<file path="src/rtl/sys_defs_pkg.sv">
// Shared machine-wide definitions: physical tag geometry, retire width and
// the tag type exchanged between the ROB, free list and release queue.
package sys_defs;

    localparam int unsigned SYS_TAG_W    = 7;
    localparam int unsigned SYS_PREG_N   = 1 << SYS_TAG_W;
    localparam int unsigned SYS_ZERO_TAG = 0;
    localparam int unsigned SYS_RET_W    = 2;
    localparam int unsigned SYS_RQ_DEPTH = 8;

    typedef logic [SYS_TAG_W-1:0] ptag_t;

endpackage

</file>
<file path="src/rtl/told_release_queue_compact.sv">
// Packs the releasable retire slots (valid and not the zero tag) into a dense,
// slot-ordered write vector and reports how many were packed.
module ret_compact
    import sys_defs::*;
#(
    parameter int unsigned TAG_W    = SYS_TAG_W,
    parameter int unsigned RET_W    = SYS_RET_W,
    parameter int unsigned ZERO_TAG = SYS_ZERO_TAG,
    localparam int unsigned NIN_W   = $clog2(RET_W + 1)
) (
    input  logic [RET_W-1:0]            valid_i,
    input  logic [RET_W-1:0][TAG_W-1:0] told_i,
    output logic [RET_W-1:0][TAG_W-1:0] tags_o,
    output logic [NIN_W-1:0]            n_in_o
);

    localparam int unsigned IDX_W = (RET_W > 1) ? $clog2(RET_W) : 1;

    logic [NIN_W-1:0] n;

    always_comb begin
        tags_o = '0;
        n      = '0;
        for (int unsigned i = 0; i < RET_W; i++) begin
            if (valid_i[i] && (told_i[i] != TAG_W'(ZERO_TAG))) begin
                tags_o[n[IDX_W-1:0]] = told_i[i];
                n = n + NIN_W'(1);
            end
        end
        n_in_o = n;
    end

endmodule

</file>
<file path="src/rtl/told_release_queue.sv">
// Buffers stale Told tags released at retirement and returns them to the
// free list one per cycle through its push/full handshake.
module told_release_queue
    import sys_defs::*;
#(
    parameter int unsigned TAG_W    = SYS_TAG_W,
    parameter int unsigned DEPTH    = SYS_RQ_DEPTH,
    parameter int unsigned RET_W    = SYS_RET_W,
    parameter int unsigned ZERO_TAG = SYS_ZERO_TAG
) (
    input  logic                        clk,
    input  logic                        reset_n,
    input  logic [RET_W-1:0]            ret_valid,
    input  logic [RET_W-1:0][TAG_W-1:0] ret_told,
    output logic                        ret_stall,
    output logic                        fl_push,
    output logic [TAG_W-1:0]            fl_tag,
    input  logic                        fl_full,
    output logic [$clog2(DEPTH):0]      count,
    output logic                        empty,
    output logic                        overflow_err
);

    localparam int unsigned PTR_W = $clog2(DEPTH);
    localparam int unsigned CNT_W = PTR_W + 1;
    localparam int unsigned NIN_W = $clog2(RET_W + 1);
    // Stall once fewer than RET_W free entries remain.
    localparam logic [CNT_W-1:0] STALL_ABOVE = CNT_W'(DEPTH - RET_W);

    logic [PTR_W-1:0] head_q, head_d;
    logic [PTR_W-1:0] tail_q, tail_d;
    logic [CNT_W-1:0] count_q, count_d;
    logic             ovf_q, ovf_d;
    logic [TAG_W-1:0] mem_q [DEPTH];

    logic [RET_W-1:0][TAG_W-1:0] wr_tags;
    logic [NIN_W-1:0]            n_raw;
    logic [NIN_W-1:0]            n_in;

    ret_compact #(
        .TAG_W    (TAG_W),
        .RET_W    (RET_W),
        .ZERO_TAG (ZERO_TAG)
    ) u_compact (
        .valid_i (ret_valid),
        .told_i  (ret_told),
        .tags_o  (wr_tags),
        .n_in_o  (n_raw)
    );

    assign ret_stall    = count_q > STALL_ABOVE;
    assign empty        = count_q == '0;
    assign fl_push      = !empty && !fl_full;
    assign fl_tag       = mem_q[head_q];
    assign count        = count_q;
    assign overflow_err = ovf_q;
    assign n_in         = ret_stall ? '0 : n_raw;

    always_comb begin
        head_d  = head_q + PTR_W'(fl_push);
        tail_d  = tail_q + PTR_W'(n_in);
        count_d = count_q + CNT_W'(n_in) - CNT_W'(fl_push);
        ovf_d   = ovf_q | (ret_stall & (|ret_valid));
    end

    always_ff @(posedge clk or negedge reset_n) begin
        if (!reset_n) begin
            head_q  <= '0;
            tail_q  <= '0;
            count_q <= '0;
            ovf_q   <= 1'b0;
        end else begin
            head_q  <= head_d;
            tail_q  <= tail_d;
            count_q <= count_d;
            ovf_q   <= ovf_d;
        end
    end

    // Storage carries no reset; occupancy alone decides what is valid.
    always_ff @(posedge clk) begin
        for (int unsigned i = 0; i < RET_W; i++) begin
            if (i < 32'(n_in)) begin
                mem_q[tail_q + PTR_W'(i)] <= wr_tags[i];
            end
        end
    end

endmodule

</file>
<file path="config.mk">
export PLATFORM = sky130hd
export DESIGN_NAME = told_release_queue
export DESIGN_NICKNAME = d
export VERILOG_FILES = /design/src/rtl/sys_defs_pkg.sv /design/src/rtl/told_release_queue_compact.sv /design/src/rtl/told_release_queue.sv
export SDC_FILE = /design/constraint.sdc
export NUM_CORES = 1
export LEC_CHECK = 0
export ABC_AREA = 1
export BUFFER_PORTS_ARGS = -buffer_cell sky130_fd_sc_hd__buf_2
export CAP_MARGIN = 20
export CORE_MARGIN = 1
export CORE_UTILIZATION = 50
export CTS_CLUSTER_SIZE = 28
export DETAILED_ROUTE_END_ITERATION = 12
export GPL_TIMING_DRIVEN = 0
export MAX_ROUTING_LAYER = met4
export PLACE_DENSITY = 0.68
export SLEW_MARGIN = 40
export SYNTH_ARGS = -nofsm -noshare
export SYNTH_HDL_FRONTEND = slang
export SYNTH_SLANG_ARGS = --single-unit
export TNS_END_PERCENT = 20
</file>
<file path="constraint.sdc">
create_clock -name clk -period 3.3 [get_ports clk]
set_input_delay 0 -clock clk [delete_from_list [all_inputs] [get_ports clk]]
set_output_delay 0 -clock clk [all_outputs]
set_load 0.05 [all_outputs]
</file>
Word-level counts from Yosys, hierarchy flattened

Memory sizes are Yosys's and may differ from the RTL's.
Cells that the tools add are included.

Add/subtract/negate cells: 6
$lt $le $gt $ge: 5
Multiplexer cells: 12
Bitwise logic cells: 2
Reductions and logical operators: 10

Operators by type and width:

| cell                                                                         | number |
|---|---|
| 14-bit bitwise mux                                                           | 1 |
| 14-bit 2-to-1 mux                                                            | 1 |
| 7-bit 2-to-1 mux                                                             | 2 |
| 7-bit nonzero test                                                           | 2 |
| 7-bit demux with 1-bit select                                                | 1 |
| 1-bit 2-to-1 mux                                                             | 5 |
| 4-bit by 2-bit adder with 4-bit output                                       | 1 |
| 4-bit by 3-bit > comparator with 1-bit output, second input constant         | 1 |
| 1-bit logical AND                                                            | 4 |
| 4-bit logical NOT                                                            | 1 |
| 1-bit by 2-bit less-than comparator with 1-bit output, first input constant  | 2 |
| 2-bit 2-to-1 mux                                                             | 2 |
| 4-bit by 1-bit subtractor with 4-bit output                                  | 1 |
| 3-bit by 1-bit adder with 3-bit output                                       | 1 |
| 3-bit by 1-bit adder with 3-bit output, second input constant                | 1 |
| 3-bit by 2-bit adder with 3-bit output                                       | 1 |
| 1-bit by 1-bit adder with 2-bit output, second input constant                | 1 |
| 1-bit logical NOT                                                            | 2 |
| 1-bit by 2-bit less-than comparator with 1-bit output, second input constant | 1 |
| 2-bit OR reduction                                                           | 1 |
| 1-bit AND                                                                    | 1 |
| 1-bit >= comparator, second input constant                                   | 1 |
| 1-bit bitwise OR                                                             | 1 |

Flip-flop bits (word level): 11
Bits in writable memories: 56
Bits of input ports: 19
Output and inout port bits: 15
Logic and storage cells: 40
Memories: 1

Memory list:

| name  | depth | bits a word | rd ports | clocked after Yosys merged registers in | wr ports | line                     | text |
|---|---|---|---|---|---|---|---|
| mem_q | 8     | 7           | 1        | 0                                       | 2        | told_release_queue.sv:34 | `logic [TAG_W-1:0] mem_q [DEPTH];` |

Longest topological paths before layout

Gate-level depths: netlist (run 1).

Depth after elaboration: 9
Depth in mapped cells: 15
Mapped depth without buffers: 14

Cells and area by module

Synthesis (run 1) repeated with hierarchy kept, for this count alone.

Cells, all modules: 552
Area, all modules: 4315.4 um2

Modules (own cells, without submodules):

| module             | times used | cells each | area an instance (um2) | seq. area each (um2) |
|---|---|---|---|---|
| told_release_queue | 1          | 497        | 4061.4                 | 1956.9 |
| ret_compact        | 1          | 55         | 254.0                  | 0.0 |

Worst setup path before layout (run 1)

No wires, ideal clock.

Path kind: register to register
Start: reg count_q[2] (netlist: count[2])
End: reg count_q[2] (netlist: count[2])
Setup time: 123 ps
Arrival: 3185 ps
Data required time: 3177 ps
Setup slack: -7 ps
Cell stages (with the launch flop): 12
Buffers on the path: 0
Period minus slack after synthesis: 3307 ps
Cell sequence: dfrtp_1 inv_1 ha_1 nand2_1 nor2_1 nor2_1 ha_1 inv_1 ha_1 inv_1 fa_1 xnor2_1

Longest elaborated chain between the ends: 4
Elaborated cells on any way between the ends: 7
Classes of those cells: 2 x add/sub; 1 x order compare; 1 x mux; 3 x reduce/logical

RTL lines:

| element                                     | line                     | text |
|---|---|---|
| start: declaration                          | told_release_queue.sv:32 | `logic [CNT_W-1:0] count_q, count_d;` |
| start signal: assignment                    | told_release_queue.sv:75 | `count_q <= count_d;` |
| 4-bit logical NOT                           | told_release_queue.sv:52 | `assign empty = count_q == '0;` |
| net empty                                   | told_release_queue.sv:20 | `output logic empty,` |
| 1-bit logical NOT                           | told_release_queue.sv:53 | `assign fl_push = !empty && !fl_full;` |
| 1-bit logical AND                           | told_release_queue.sv:53 |  |
| net fl_push                                 | told_release_queue.sv:16 | `output logic fl_push,` |
| 4-bit by 1-bit subtractor with 4-bit output | told_release_queue.sv:62 | `count_d = count_q + CNT_W'(n_in) - CNT_W'(fl_push);` |
| net count_d[2]                              | told_release_queue.sv:32 |  |

The timed path passes the listed nets, and every way through them passes these cells.

Worst setup path in the final report (run 1)

Start: reg count_q[3] (netlist: count[3])
End: reg count_q[2] (netlist: count[2])

Longest elaborated chain between the ends: 4
Elaborated cells on any way between the ends: 7
Classes of those cells: 2 x add/sub; 1 x order compare; 1 x mux; 3 x reduce/logical

RTL lines:

| element                                                                                   | line |
|---|---|
| 4-bit by 3-bit > comparator with 1-bit output / 4-bit logical NOT (equally long branches) | told_release_queue.sv:51, told_release_queue.sv:52 |
| 2-bit 2-to-1 mux / 1-bit logical NOT (equally long branches)                              | told_release_queue.sv:57, told_release_queue.sv:53 |
| 4-bit by 2-bit adder with 4-bit output / 1-bit logical AND (equally long branches)        | told_release_queue.sv:62, told_release_queue.sv:53 |
| 4-bit by 1-bit subtractor with 4-bit output *                                             | told_release_queue.sv:62 |
| net count_d[2]                                                                            | told_release_queue.sv:32 |

The timed path passes the listed nets; every way through them passes the cells marked *.

==> results of run 1 <==
[state kept, by name (all words and copies together), names as in the netlist]
register,cells
count,4
mem_q,56
tail_q,3
head_q,3
overflow_err,1
[stage by stage]
step / setup slack, ns / util [%] / cells / instance area [sq um] / hold slack (ns)
after floorplan: 0.150 / - / 514 / 4290 / -0.296
after global placement: 0.729 / 55.4 / 650 / 4570 / -0.104
after detailed placement: 0.674 / 55.4 / 650 / 4570 / -0.101
after CTS: 0.975 / 57.7 / 667 / 4770 / 0.0352
after global routing: 0.811 / 57.7 / 667 / 4770 / 0.0711
final: 0.995 / 57.7 / 667 / 4770 / 0.0314
[final timing paths]
check	depth (start not counted)	from	endpoint	slack, ns
worst max-delay path	12	count[3]$_DFF_PN0_	count[2]$_DFF_PN0_	1.0
worst max register to register	12	count[3]$_DFF_PN0_	count[2]$_DFF_PN0_	1.0
worst min register to register	2	overflow_err$_DFF_PN0_	overflow_err$_DFF_PN0_	0.47
min in group asynchronous	2	reset_n	overflow_err$_DFF_PN0_	0.05
worst min-delay path	3	ret_valid[0]	overflow_err$_DFF_PN0_	0.03
max in group asynchronous	2	reset_n	tail_q[1]$_DFF_PN0_	3.02
[power groups by stage]
stage	Sequential, mW	Combinational (mW)	Clock (mW)
finish	1.26	2.21	0.675
global route	1.28	2.45	0.713
CTS	1.26	2.22	0.677
detailed placement	1.28	2.21	0
global placement	1.27	2.16	0
floorplan	1.34	1.63	0
[tightest hold or removal path: cells and delay by family]
family / cells / cell delay (ns)
compound gates: 1 / 0.11
buf+inv: 1 / 0.19
simple gates: 1 / 0.06
[cells in the final DEF (no fill, tap or decap), types with 5 or more instances in the layout]
cell type	instances
clkbuf_8	9
nand4_1	8
inv_2	10
nand2_1	106
o21ai_1	22
ha_1	12
buf_6	5
nand3_1	122
nand2_2	8
nor2_1	54
clkbuf_1	9
edfxtp_1	56
o21ai_0	21
nand3b_1	6
inv_1	32
dfrtp_1	11
buf_2	39
[cells by family after synthesis]
logic type                 synth area share (%)
DFF                                        45.7
AOI/OAI and AO/OA                          5.14
adders and majority gates                  4.44
buffers and inverters                      6.78
and+or+nand+nor                            37.1
xor gates and xnor gates                  0.818
[area by class of cell]
type / instances / share of cell area [%]
buffer: 20 / 2.65
clock buffer: 12 / 2.83
clock inverter: 4 / 1.08
inverter: 43 / 3.44
multi-input combinational: 384 / 42.7
sequential: 67 / 41.0
tap: 105 / 2.76
timing repair buffer: 32 / 3.46
[per-layer routing]
layer  global-route usage, %  vias to the layer above
met1                    40.2                     1754
met4                    14.0                        0
met5                       -                        -
li1                        -                     1846
met2                    44.6                      210
met3                    3.95                       46
==> metrics.csv, run 1 <==
metric;value;unit
cp_max_fo;3;
max_freq;434;MHz
yosysTopAreaCellShare;39.3;%
via_count;3856;
ctsHtreeMaxLevel;3;
groute.usage.overall;29.8;%
yosysMostFrequentCell;nand3_1;
gp_congestion;0.959;
antenna_found_initial;0;
p_leak;2.19;nW
maxCapViolCount;0;
drc;0;
holdCritPathClass;input port to flop;
finalClockSkew;0.00914;ns
cts_buffers;9;
initialDrtViolationCount;589;
nNetsFinal;590;
wl_met3;993;microns
die_h;94.6;microns
synth_top_area_cell;edfxtp_1;
fin_crit_sh;69.8;%
rsz0062_at_grt;false;
antenna_cells;0;
slowest_stage;dfrtp_1;
maxSlewHeadroom;61.9;%
setup_viol_count_final;0;
yosysSeqAreaShare;45.7;%
p_switching;2.04;mW
synth-seq-cells;67;
worstSkewPairLatency;0.36;ns
pwr-share-clk;16.3;%
syn_inst;514;
met1_length;4930;microns
antenna_left;0;
top_layer_used;met4;
dieArea;8940;sq um
ir_worst_vdd;0.556;mV
routedWlPerCell;17.5;microns
slew_violations;0;
cts_hold_buf;1;
grt_max_degree;12;
start_util;51.9;%
end_kind;flop;
ys_types;30;
route.met2.wl;5290;microns
n_fill_cell;761;
status;completed;
cp_top_family;adder cells;
design_power_total;4.15;mW
power.density;870;nW/um^2
area_growth;11.3;%
arrival;2.55;ns
fin_tns_setup;0;ns
path_cells;inv_1 -> ha_1 -> nand3_1 -> nand2_1 -> nor2_1 -> inv_2 -> ha_1 -> inv_1 -> ha_1 -> inv_1 -> fa_1 -> xnor2_1;
numPortBuffers;31;
ioPinCount;34;
synth.avg_cell_area;8.33;sq um
firstDrtPassIters;6;
path_clk_slew;0.08;ns
pwr-share-seq;30.4;%
max_stage_delay;0.38;ns
worst_pin_slew;0.569;ns
final_layout_size_suffix_gt1_share;16.9;%
synth_common_cells;nand3_1, nand2_1, edfxtp_1, nor2_1, inv_1;
cp_num_buf_inv;4;
num_rows;33;
grt_pass1_vias;3537;
yosysWarningCount;0;
cts_tree;done;
critPathRequiredTime;3.54;ns
post_cts_buffers;0;
seq_area;1960;sq um
grt_pass1_wl;18900;microns
synthTopCellsByArea;edfxtp_1, nand3_1, nand2_1;
syn_nets;547;
ctsResizeCount;0;
multiInputGateArea;2040;sq um
synth-main-ff-cell;edfxtp_1;
critical_path_class;flop to flop;
min_period;2.30;ns
comb_power_share;53.3;%
post-dp-hpwl;8770;microns
cts_sinks;67;
syn_area;4280;sq um
overflow;0;
vias_per_cell;5.78;
clock_path_buffers;2;
coreArea;8260;sq um
wirelength;11700;microns
die_x;94.6;microns
start_kind;flop;
async_reset_ff_share;16.4;%
switching_share;49.1;%
p_int;2.11;mW
finalHoldViolations;0;
cts-root-buf;clkbuf_8;
synth_enable_flop_cells;56;
(Power assumes the default switching activity.)
==> run 2, diff against run 1 <==
--- a/config.mk
+++ b/config.mk
@@ -14,7 +14,7 @@
 export DETAILED_ROUTE_END_ITERATION = 12
 export GPL_TIMING_DRIVEN = 0
 export MAX_ROUTING_LAYER = met4
-export PLACE_DENSITY = 0.68
+export PLACE_DENSITY = 0.71
 export SLEW_MARGIN = 40
 export SYNTH_ARGS = -nofsm -noshare
 export SYNTH_HDL_FRONTEND = slang
==> constraint.sdc (replaced) <==
create_clock -name clk -period 2 [get_ports clk]
set_input_delay 0 -clock clk [delete_from_list [all_inputs] [get_ports clk]]
set_output_delay 0 -clock clk [all_outputs]
set_load 0.05 [all_outputs]
==> metrics.csv, run 2 (same netlist as run 1, synthesis figures left out) <==
metric;value;unit;change
numPortBuffers;31;;unchanged
holdCritPathClass;input port to flop;;unchanged
start_kind;flop;;unchanged
final_common_cell;nand3_1;;unchanged
largest_register_ffs;56;;unchanged
critical_path_class;flop to flop;;unchanged
num_rows;33;;unchanged
nNetsFinal;604;;was 590
antenna_left;0;;unchanged
status;finished with violations;;was completed
finalClockSkew;0.0145;ns;was 0.00914 ns
power.density;1490;nW/um^2;was 870 nW/um^2
most-common-layout-cells;nand3_1, nand2_1, edfxtp_1, nor2_1, buf_2;;unchanged
setup_viol_count_final;2;;was 0
final_layout_size_suffix_gt1_share;26.0;%;was 16.9%
dieArea;8940;sq um;unchanged
grt_max_degree;13;;was 12
gp_congestion;0.970;;was 0.959
finalHoldViolations;0;;unchanged
max_stage_delay;0.52;ns;was 0.38 ns
slew_violations;0;;unchanged
rsz0062_at_grt;true;;was false
critPathRequiredTime;2.25;ns;was 3.54 ns
path_clk_slew;0.08;ns;about the same
design_power_total;7.75;mW;was 4.15 mW
seq_area;1960;sq um;about the same
routedWlPerCell;17.4;microns;was 17.5 microns
path_cells;inv_2 -> buf_4 -> ha_4 -> nand2_2 -> nor2_4 -> nor2_4 -> ha_4 -> inv_2 -> ha_4 -> inv_2 -> fa_2 -> inv_2;;was inv_1 -> ha_1 -> nand3_1 -> nand2_1 -> nor2_1 -> inv_2 -> ha_1 -> inv_1 -> ha_1 -> inv_1 -> fa_1 -> xnor2_1
vias_per_cell;5.76;;was 5.78
cp_max_fo;3;;unchanged
rr_endpoint;count[1]$_DFF_PN0_;;was count[2]$_DFF_PN0_
grt_pass1_wl;19200;microns;was 18900 microns
violations;setup timing;;
multiInputGateArea;2260;sq um;was 2040 sq um
worst_pin_slew;0.529;ns;was 0.569 ns
fin_ws;-0.0992;ns;was 0.995 ns
via_count;3923;;was 3856
slowest_stage;fa_2;;was dfrtp_1
min_from;ret_valid[0];;unchanged
hold_end;overflow_err$_DFF_PN0_;;unchanged
overflow;0;;unchanged
arrival;2.35;ns;was 2.55 ns
largest-register;mem_q;;unchanged
r2r_slack;-0.1;ns;was 1.0 ns
cts_buffers;9;;unchanged
ir_worst_vdd;1.19;mV;was 0.556 mV
fin_crit_sh;105;%;was 69.8%
die_h;94.6;microns;unchanged
post-dp-hpwl;8730;microns;was 8770 microns
maxCapViolCount;0;;unchanged
ioPinCount;34;;unchanged
drc;0;;unchanged
maxSlewHeadroom;64.6;%;was 61.9%
cts_sinks;67;;unchanged
crit_top_cell;inv_2;;
start_util;51.9;%;unchanged
worstSkewPairLatency;0.36;ns;about the same
ctsHtreeMaxLevel;3;;unchanged
cts-root-buf;clkbuf_8;;unchanged
place_ws;-0.510;ns;was 0.674 ns
hold_path_depth;3;;unchanged
groute.usage.overall;30.2;%;was 29.8%
min_period;2.10;ns;was 2.30 ns
n_fill_cell;712;;was 761
wirelength;11900;microns;was 11700 microns
initialDrtViolationCount;533;;was 589
r2r_cells;12;;unchanged
max_freq;476;MHz;was 434 MHz
p_leak;2.32;nW;was 2.19 nW
firstDrtPassIters;6;;unchanged
area_growth;21.5;%;was 11.3%
clock_path_buffers;2;;unchanged
antenna_cells;0;;unchanged
rr_startpoint;count[3]$_DFF_PN0_;;unchanged
coreArea;8260;sq um;unchanged
cts_tree;done;;unchanged
grt_pass1_vias;3664;;was 3537
end_kind;flop;;unchanged
antenna_found_initial;0;;unchanged
die_x;94.6;microns;unchanged
==> run 2: worst max path at each step <==
stage	startpoint	to	slack, ns	depth (start not counted)
floorplan	count[2]$_DFF_PN0_	count[2]$_DFF_PN0_	-0.43	11
global placement	ret_told[3]	count[2]$_DFF_PN0_	-0.50	16
detailed placement	ret_told[1]	count[1]$_DFF_PN0_	-0.51	16
CTS	count[3]$_DFF_PN0_	count[1]$_DFF_PN0_	-0.13	13
global route	count[3]$_DFF_PN0_	count[1]$_DFF_PN0_	-0.18	13
finish	count[3]$_DFF_PN0_	count[1]$_DFF_PN0_	-0.1	12
==> run 2: power by group <==
group	total (mW)	internal, mW	switching [mW]
Combinational	4.37	1.45	2.92
Sequential	2.12	1.94	0.177
Clock	1.27	0.704	0.563
==> run 2: final cells by class <==
class,count,share of cell area [%]
multi-input combinational,384,43.4
clock buffer,10,2.45
timing repair buffer,46,5.99
inverter,43,3.29
clock inverter,6,1.73
tap,105,2.53
buffer,20,2.91
sequential,67,37.7
==> run 2: layer usage <==
| layer | track usage, % | up-vias | wire length, microns |
|---|---|---|---|
| met4 | 13.8 | 0 | 510 |
| met3 | 4.91 | 46 | 1010 |
| li1 | - | 1881 | - |
| met2 | 45.2 | 215 | 5360 |
| met5 | - | - | 0 |
| met1 | 40.3 | 1781 | 4970 |
==> run 2: stage by stage <==
stage | util, % | area (sq um) | TNS (ns) | hold slack [ns] | cells
2_1_floorplan | - | 4400 | -3.24 | -0.296 | 514
3_3_place_gp | 56.7 | 4680 | -12.36 | -0.104 | 650
3_5_place_dp | 56.7 | 4680 | -13.88 | -0.0974 | 650
4_1_cts | 61.4 | 5070 | -0.257 | 0.0404 | 675
5_1_grt | 63.0 | 5200 | -1.24 | 0.0668 | 681
6_report | 63.0 | 5200 | -0.101 | 0.0388 | 681
==> run 2: what timing repair did <==
| item | in CTS | in global routing |
|---|---|---|
| gates cloned | 1 | 0 |
| pin swaps | 10 | 20 |
| setup endpoints to repair | 57 | 93 |
| resized for setup | 21 | 28 |
| hold buffers | 1 | 0 |
| setup buffers | 7 | 6 |
| endpoints found under the hold margin | 11 | 0 |
==> run 2: worst max-delay path: cells and delay by family (launching register included) <==
kind / cells / cell delay, ns
flip-flops: 1 / 0.38
AND/OR/NAND/NOR: 3 / 0.29
buffers and inverters: 5 / 0.31
adder cells (fa/ha/maj): 4 / 1.02
